===== src/rtl/add_sub_pkg.sv =====
//==============================================================================
// Module      : add_sub_pkg
// Description : Shared types and default width for the add_sub arbiter slice.
// Revision    : 1.0 - initial release
//==============================================================================
`default_nettype none

package add_sub_pkg;

    localparam int c_width = 4;

    typedef enum logic [1:0] {
        IDLE = 2'd0,
        EXEC = 2'd1,
        RESP = 2'd2
    } state_t;

    typedef logic req_id_t;

endpackage

`default_nettype wire


===== src/rtl/rr_arb2.sv =====
//==============================================================================
// Module      : rr_arb2
// Description : Two-requester combinational round-robin grant.
// Revision    : 1.0 - initial release
//==============================================================================
`default_nettype none

module rr_arb2
    import add_sub_pkg::*;
(
    input  logic [1:0] valid,
    input  req_id_t    last_grant,
    output logic [1:0] grant,
    output req_id_t    grant_id
);

    always_comb begin
        grant_id = 1'b0;
        case (valid)
            2'b01:   grant_id = 1'b0;
            2'b10:   grant_id = 1'b1;
            // On a tie the requester that did not win last time goes first
            2'b11:   grant_id = ~last_grant;
            default: grant_id = 1'b0;
        endcase

        grant = 2'b00;
        if (valid != 2'b00) begin
            grant = grant_id ? 2'b10 : 2'b01;
        end
    end

endmodule

`default_nettype wire


===== src/rtl/add_sub_arbiter.sv =====
//==============================================================================
// Module      : add_sub_arbiter
// Description : Shares one add_sub datapath between two requesters; latches the
//               operands, runs one EXEC cycle, returns a registered response.
//               Optional overflow counter enabled by ADD_SUB_ARBITER_OV_CNT_EN.
// Revision    : 1.0 - initial release
//==============================================================================
`default_nettype none

module add_sub_arbiter
    import add_sub_pkg::*;
#(
    parameter int WIDTH = c_width
)
(
    input  logic             clk,
    input  logic             rst,
    input  logic             req0_valid,
    output logic             req0_ready,
    input  logic [WIDTH-1:0] req0_a,
    input  logic [WIDTH-1:0] req0_b,
    input  logic             req0_s,
    input  logic             req1_valid,
    output logic             req1_ready,
    input  logic [WIDTH-1:0] req1_a,
    input  logic [WIDTH-1:0] req1_b,
    input  logic             req1_s,
    output logic [WIDTH-1:0] alu_a,
    output logic [WIDTH-1:0] alu_b,
    output logic             alu_s,
    input  logic [WIDTH-1:0] alu_total,
    input  logic             alu_carry,
    input  logic             alu_ov,
    output logic             rsp_valid,
    input  logic             rsp_ready,
    output logic             rsp_id,
    output logic [WIDTH-1:0] rsp_total,
    output logic             rsp_carry,
    output logic             rsp_ov,
`ifdef ADD_SUB_ARBITER_OV_CNT_EN
    input  logic             ov_clr,
    output logic [7:0]       ov_count,
`endif
    output logic             busy
);

    state_t     r_state;
    state_t     w_next_state;
    req_id_t    r_last_grant;
    req_id_t    r_id;
    logic [1:0] w_valid;
    logic [1:0] w_grant;
    req_id_t    w_grant_id;
    logic       w_accept;

    assign w_valid = {req1_valid, req0_valid};
    assign busy    = (r_state != IDLE);

    rr_arb2 u_rr_arb2 (
        .valid      (w_valid),
        .last_grant (r_last_grant),
        .grant      (w_grant),
        .grant_id   (w_grant_id)
    );

    always_ff @(posedge clk or posedge rst) begin
        if (rst) begin
            r_state <= IDLE;
        end else begin
            r_state <= w_next_state;
        end
    end

    always_comb begin
        w_next_state = r_state;
        req0_ready   = 1'b0;
        req1_ready   = 1'b0;
        w_accept     = 1'b0;
        case (r_state)
            IDLE: begin
                req0_ready = w_grant[0];
                req1_ready = w_grant[1];
                w_accept   = |w_grant;
                if (w_accept) begin
                    w_next_state = EXEC;
                end
            end
            EXEC: w_next_state = RESP;
            RESP: begin
                if (rsp_ready) begin
                    w_next_state = IDLE;
                end
            end
            default: w_next_state = IDLE;
        endcase
    end

    // Operands stay on the datapath after an operation; only reset clears them
    always_ff @(posedge clk or posedge rst) begin
        if (rst) begin
            r_last_grant <= 1'b1;
            r_id         <= 1'b0;
            alu_a        <= '0;
            alu_b        <= '0;
            alu_s        <= 1'b0;
            rsp_valid    <= 1'b0;
            rsp_id       <= 1'b0;
            rsp_total    <= '0;
            rsp_carry    <= 1'b0;
            rsp_ov       <= 1'b0;
        end else begin
            if (w_accept) begin
                alu_a        <= w_grant_id ? req1_a : req0_a;
                alu_b        <= w_grant_id ? req1_b : req0_b;
                alu_s        <= w_grant_id ? req1_s : req0_s;
                r_id         <= w_grant_id;
                r_last_grant <= w_grant_id;
            end
            if (r_state == EXEC) begin
                rsp_valid <= 1'b1;
                rsp_id    <= r_id;
                rsp_total <= alu_total;
                rsp_carry <= alu_carry;
                rsp_ov    <= alu_ov;
            end
            if ((r_state == RESP) && rsp_ready) begin
                rsp_valid <= 1'b0;
            end
        end
    end

`ifdef ADD_SUB_ARBITER_OV_CNT_EN
    always_ff @(posedge clk or posedge rst) begin
        if (rst) begin
            ov_count <= 8'd0;
        end else if (ov_clr) begin
            ov_count <= 8'd0;
        end else if ((r_state == EXEC) && alu_ov && (ov_count != 8'hFF)) begin
            ov_count <= ov_count + 8'd1;
        end
    end
`endif

endmodule

`default_nettype wire


===== config.mk =====
export PLATFORM = sky130hd
export DESIGN_NAME = add_sub_arbiter
export DESIGN_NICKNAME = d
export VERILOG_FILES = /design/src/rtl/add_sub_pkg.sv /design/src/rtl/rr_arb2.sv /design/src/rtl/add_sub_arbiter.sv
export SDC_FILE = /design/constraint.sdc
export NUM_CORES = 1
export LEC_CHECK = 0
export CORE_MARGIN = 2
export CORE_UTILIZATION = 39
export CTS_CLUSTER_SIZE = 40
export DETAILED_ROUTE_END_ITERATION = 8
export GPL_TIMING_DRIVEN = 0
export PLACE_DENSITY = 0.89
export SYNTH_ARGS = -nofsm -noshare
export SYNTH_HDL_FRONTEND = slang
export SYNTH_HIERARCHICAL = 1
export SYNTH_SLANG_ARGS = --single-unit

===== constraint.sdc =====
create_clock -name clk -period 2 [get_ports clk]
set_clock_uncertainty 0.15 [all_clocks]
set_input_delay 0.3 -clock clk [delete_from_list [all_inputs] [get_ports clk]]
set_output_delay 0.3 -clock clk [all_outputs]
set_load 0.03 [all_outputs]

; ---- Word-level counts from Yosys, hierarchy flattened
; Index checks and enable logic that the tools add are counted.
; W data, S select, Z words.
[totals]
output_inout_bits = 20
reg_bits = 21
[op_classes]
bitwise_logic = 1
reduce_logical = 7
mux = 14
n_eq_ne = 6
[ops]
columns = operator, n
row1 = $mux W2, 4
row2 = $mux W4, 2
row3 = $eq A2 B2 Y1 const B, 3
row4 = $mux W1, 6
row5 = $pmux W2 S3, 1
row6 = $reduce_bool A2 Y1, 3
row7 = $ne A2 B2 Y1 const B, 2
row8 = $eq A2 B1 Y1 const B, 1
row9 = $logic_not A2 Y1, 1
row10 = $pmux W1 S2, 1
row11 = $reduce_and A2 Y1, 1
row12 = $reduce_or A2 Y1, 1
row13 = $logic_and A1 B1 Y1, 1
row14 = $not A1 Y1, 1

; ---- Logic depth before layout (Yosys ltp)
[logic_depth]
ltp_word = 7
depth_mapped = 5
ltp_nobuf = 4

; ---- Modules after synthesis
; Netlist, hierarchy kept.
[modules_own_cells]
columns = module, n_inst, cells_each, area_per_inst_um2
row1 = add_sub_arbiter, 1, 65, 972.2
row2 = rr_arb2, 1, 4, 26.3

; ---- Worst setup path before layout
; OpenSTA, ideal clock, no wires.
[synth_path]
path_kind = flip-flop to flip-flop
startpoint = reg r_last_grant
endpoint = reg alu_a[0]
path_stages_with_launch = 5
slack_ps = 349
setup_time_ps = 125
arrival_ps = 1376
n_path_buf = 1
required_time_ps = 1725
synth_period_minus_slack_ps = 1651
cell_sequence = dfstp_2 a21boi_0 buf_6 mux2_2 mux2_4
[synth_via]
elab_chain_cells = 6
word_cells_on_any_way = 7
[synth_lines]
columns = element, line_no
row1 = "start, declared", add_sub_arbiter.sv:49  ; req_id_t r_last_grant;
row2 = "start signal, assigned", add_sub_arbiter.sv:117  ; r_last_grant <= w_grant_id;
row3 = $not A1 Y1 *, rr_arb2.sv:23  ; 2'b11: grant_id = ~last_grant;
row4 = $pmux W1 S2 *, rr_arb2.sv:19  ; case (valid)
row5 = via w_grant_id, add_sub_arbiter.sv:53  ; req_id_t w_grant_id;
row6 = $mux W2, rr_arb2.sv:29  ; grant = grant_id ? 2'b10 : 2'b01;
row7 = $mux W2, rr_arb2.sv:28  ; if (valid != 2'b00) begin
row8 = $reduce_or A2 Y1, add_sub_arbiter.sv:83  ; w_accept = |w_grant;
row9 = $mux W1, add_sub_arbiter.sv:79  ; case (r_state)
row10 = "end signal, assigned", add_sub_arbiter.sv:113  ; alu_a <= w_grant_id ? req1_a : req0_a;
row11 = "end, declared", add_sub_arbiter.sv:28  ; output logic [WIDTH-1:0] alu_a,
; Mark *: on every way through the listed nets, which the timed path passes. The rest lies on a longest branch.
; A chain may end at the register's enable or synchronous reset.

; ---- Final worst setup path
[layout_path]
startpoint = in req1_valid
endpoint = out req1_ready
[layout_via]
elab_chain_cells = 5
word_cells_on_any_way = 7
[layout_lines]
columns = element, line_no
row1 = "start, declared", add_sub_arbiter.sv:23  ; input logic req1_valid,
row2 = $eq A2 B2 Y1, rr_arb2.sv:19
row3 = $pmux W1 S2, rr_arb2.sv:19
row4 = $mux W2, rr_arb2.sv:29
row5 = $mux W2 *, rr_arb2.sv:28
row6 = via w_grant[1], add_sub_arbiter.sv:52  ; logic [1:0] w_grant;
row7 = $mux W1 *, add_sub_arbiter.sv:79
row8 = "end, declared", add_sub_arbiter.sv:24  ; output logic req1_ready,
; Marks and branches as above.

==> flow_summary.json <==
{
  "status": "finished clean",
  "min_period_over_period_pct": 97.60,
  "r2r-start": "r_last_grant$_DFFE_PP1P_",
  "n_antenna_cell": 0,
  "maxSlewViolCount": 0,
  "antenna_found_initial": 0,
  "path_max_fanout": 3,
  "die_height_um": 54.60,
  "leakagePower_nw": 0.6665,
  "fin_crit_ns": 1.952,
  "grt_pass1_vias": 766,
  "max_slew_margin_pct": 47.02,
  "track_usage_pct": 16.07,
  "cts_setup_buffers": 0,
  "cts_sinks": 21,
  "fin_total_pwr_mw": 2.464,
  "area_growth_pct": 54.64,
  "cts.clk_slew.worst_paths_ns": 0.11,
  "synth_top_family_by_area": "multiplexers",
  "vdd_drop_max_mv": 0.9648,
  "grt-ovfl-total": 0,
  "cts-root-buf": "clkbuf_4",
  "worst_ep_arrival_time_ns": 1.50,
  "fin_ws_ns": 0.04806,
  "yosysUniqueCellTypes": 19,
  "core_area_um2": 2455,
  "yosysTopAreaCellShare_pct": 50.13,
  "fmax_mhz": 512.3,
  "power.density_nw_per_um2": 1596,
  "synth_top_cell_by_area": "dfrtp_1",
  "synth_compound_area_share_pct": 4.762,
  "htree_num_levels": 1,
  "synth-xor-area-share_pct": 0,
  "drc": 0,
  "port_buffers": 48,
  "ys_seq_area_share_pct": 52.76,
  "gp_congestion": 0.6436,
  "netlist_instances": 69,
  "fp.dieW_um": 54.60,
  "worst_pin_slew_ns": 0.7939,
  "drv_cap": 0,
  "synth_mux_area_share_pct": 33.83,
  "initial_core_util_pct": 40.67,
  "layout_commonest_cell": "clkdlybuf4s50_1",
  "hold_class": "in -> async",
  "critPathLaunchType": "input pin",
  "clock_latency_ns": 0.29,
  "worstSetupStartpoint": "req1_valid",
  "ys_seq_elements": 21,
  "cts_tree": "done",
  "syn_avg_cell_area_um2": 14.47,
  "cts_made_buffers": 3,
  "critPathCaptureType": "primary output",
  "path_class": "in -> out",
  "grt_first_pass_wirelength_mm": 3.325,
  "rows": 18,
  "setup_violations": 0,
  "fin_nets": 151,
  "layout_common_cells": "clkdlybuf4s50_1 (45), dfrtp_1 (20), mux2_2 (12)",
  "synth_fa_ha_area_share_pct": 0,
  "ctsHoldBuffers": 0,
  "antenna_left": 0,
  "synth-simple-area-share_pct": 4.010,
  "postRouteWirelength_mm": 2.051,
  "syn_area_um2": 998.5,
  "critPathRequiredTime_ns": 1.55,
  "dr.pass1.iters": 3,
  "hold_viol": 0,
  "synth_warnings": 6,
  "pre_cts_slack_ns": -0.4439,
  "synthTopCellsByArea": "dfrtp_1 (50%), mux2_4 (14%), mux2_2 (14%)",
  "drt-wirelength-per-cell_um": 13.58,
  "vias": 723,
  "hpwlAfterDp_mm": 1.604,
  "drt_iter0_drc": 2,
  "post-route-util_pct": 62.90,
  "io_pins": 49,
  "cts_buffer_depth": 2,
  "routed_via_density": 4.788,
  "rsz0062_at_grt": "false",
  "drive_gt1_share_pct": 28.10,
  "die_area_um2": 2981,
  "grt_max_degree": 22,
  "synth_nets": 98
}
==> worst max-delay path, stage by stage <==
cell	delay, ns
clkdlybuf4s50_1	0.52
a21boi_2	0.22
and2_1	0.15
clkdlybuf4s18_2	0.30
==> path summary, 6_finish.rpt <==
kind                       depth (start not counted)                        to  slack, ns
setup / recovery                                   4                req1_ready       0.05
hold / removal                                     2      alu_a[3]$_DFFE_PP0P_       0.29
setup reg to reg                                   5      alu_b[1]$_DFFE_PP0P_       0.29
hold reg to reg                                    1  rsp_total[1]$_DFFE_PP0N_       0.35
max in group asynchronous                          2  rsp_total[1]$_DFFE_PP0N_       0.91
min in group clk                                   1  rsp_total[1]$_DFFE_PP0N_       0.35
==> what timing repair did <==
action / in CTS / in global routing
hold endpoints to repair: 0 / 0
endpoints found under the setup margin: 3 / 10
gates resized for setup: 10 / 4
==> registers in the layout, indices dropped and copies added (netlist names) <==
register / count
r_last_grant: 1
rsp_ov: 1
rsp_id: 1
rsp_total: 4
r_state: 2
alu_b: 4
r_id: 1
alu_s: 1
rsp_valid: 1
alu_a: 4
rsp_carry: 1
==> metrics by stage <==
step	hold slack (ns)	setup TNS, ns	cells	instance area (um2)
after floorplan	0.1258	0	69	998.5
after global placement	0.3228	-1.875	147	1516
after detailed placement	0.3313	-2.414	147	1516
after CTS	0.3135	0	151	1551
after global routing	0.3727	0	151	1544
final	0.2949	0	151	1544
==> logic make-up (layout without fill, tap and decap cells) <==
kind of cell	after synthesis	in the layout
AOI/OAI and AO/OA	6	6
buffers and inverters	7	59
DFF	21	21
muxes	27	27
and+or+nand+nor	8	8
==> per-layer routing <==
layer / track usage (%) / share of wire [%] / up-vias
li1: - / - / 342
met5: 0 / 0 / -
met1: 18.55 / 37 / 351
met3: 3.552 / 7.1 / 2
met4: 6.250 / 0.59 / 0
met2: 28.57 / 56 / 28
==> synth_stat cells, drive strengths merged <==
cell,instances
mux2,27
dfrtp,20
inv,4
a21boi,3
buf,3
nor2,3
and2,2
nand2,2
a21oi,1
dfstp,1
nand2b,1
o21a,1
o21ai,1
==> area by class of cell <==
class	instances	area (um2)
fillers	210	910.9
well taps	30	37.54
plain buffers	3	31.28
repair buffers	48	474.2
inverters	4	15.01
clock buffers	4	26.28
flip-flops and latches	21	526.8
multi-input cells	41	432.9
==> power breakdown <==
part	switching [mW]	internal (mW)	leakage [nW]	total (mW)
sequential	0.132	0.651	0.247	0.783
combinational	0.731	0.757	0.405	1.49
clock	0.117	0.0775	0.0150	0.194
Power figures use the tool's default switching activity.
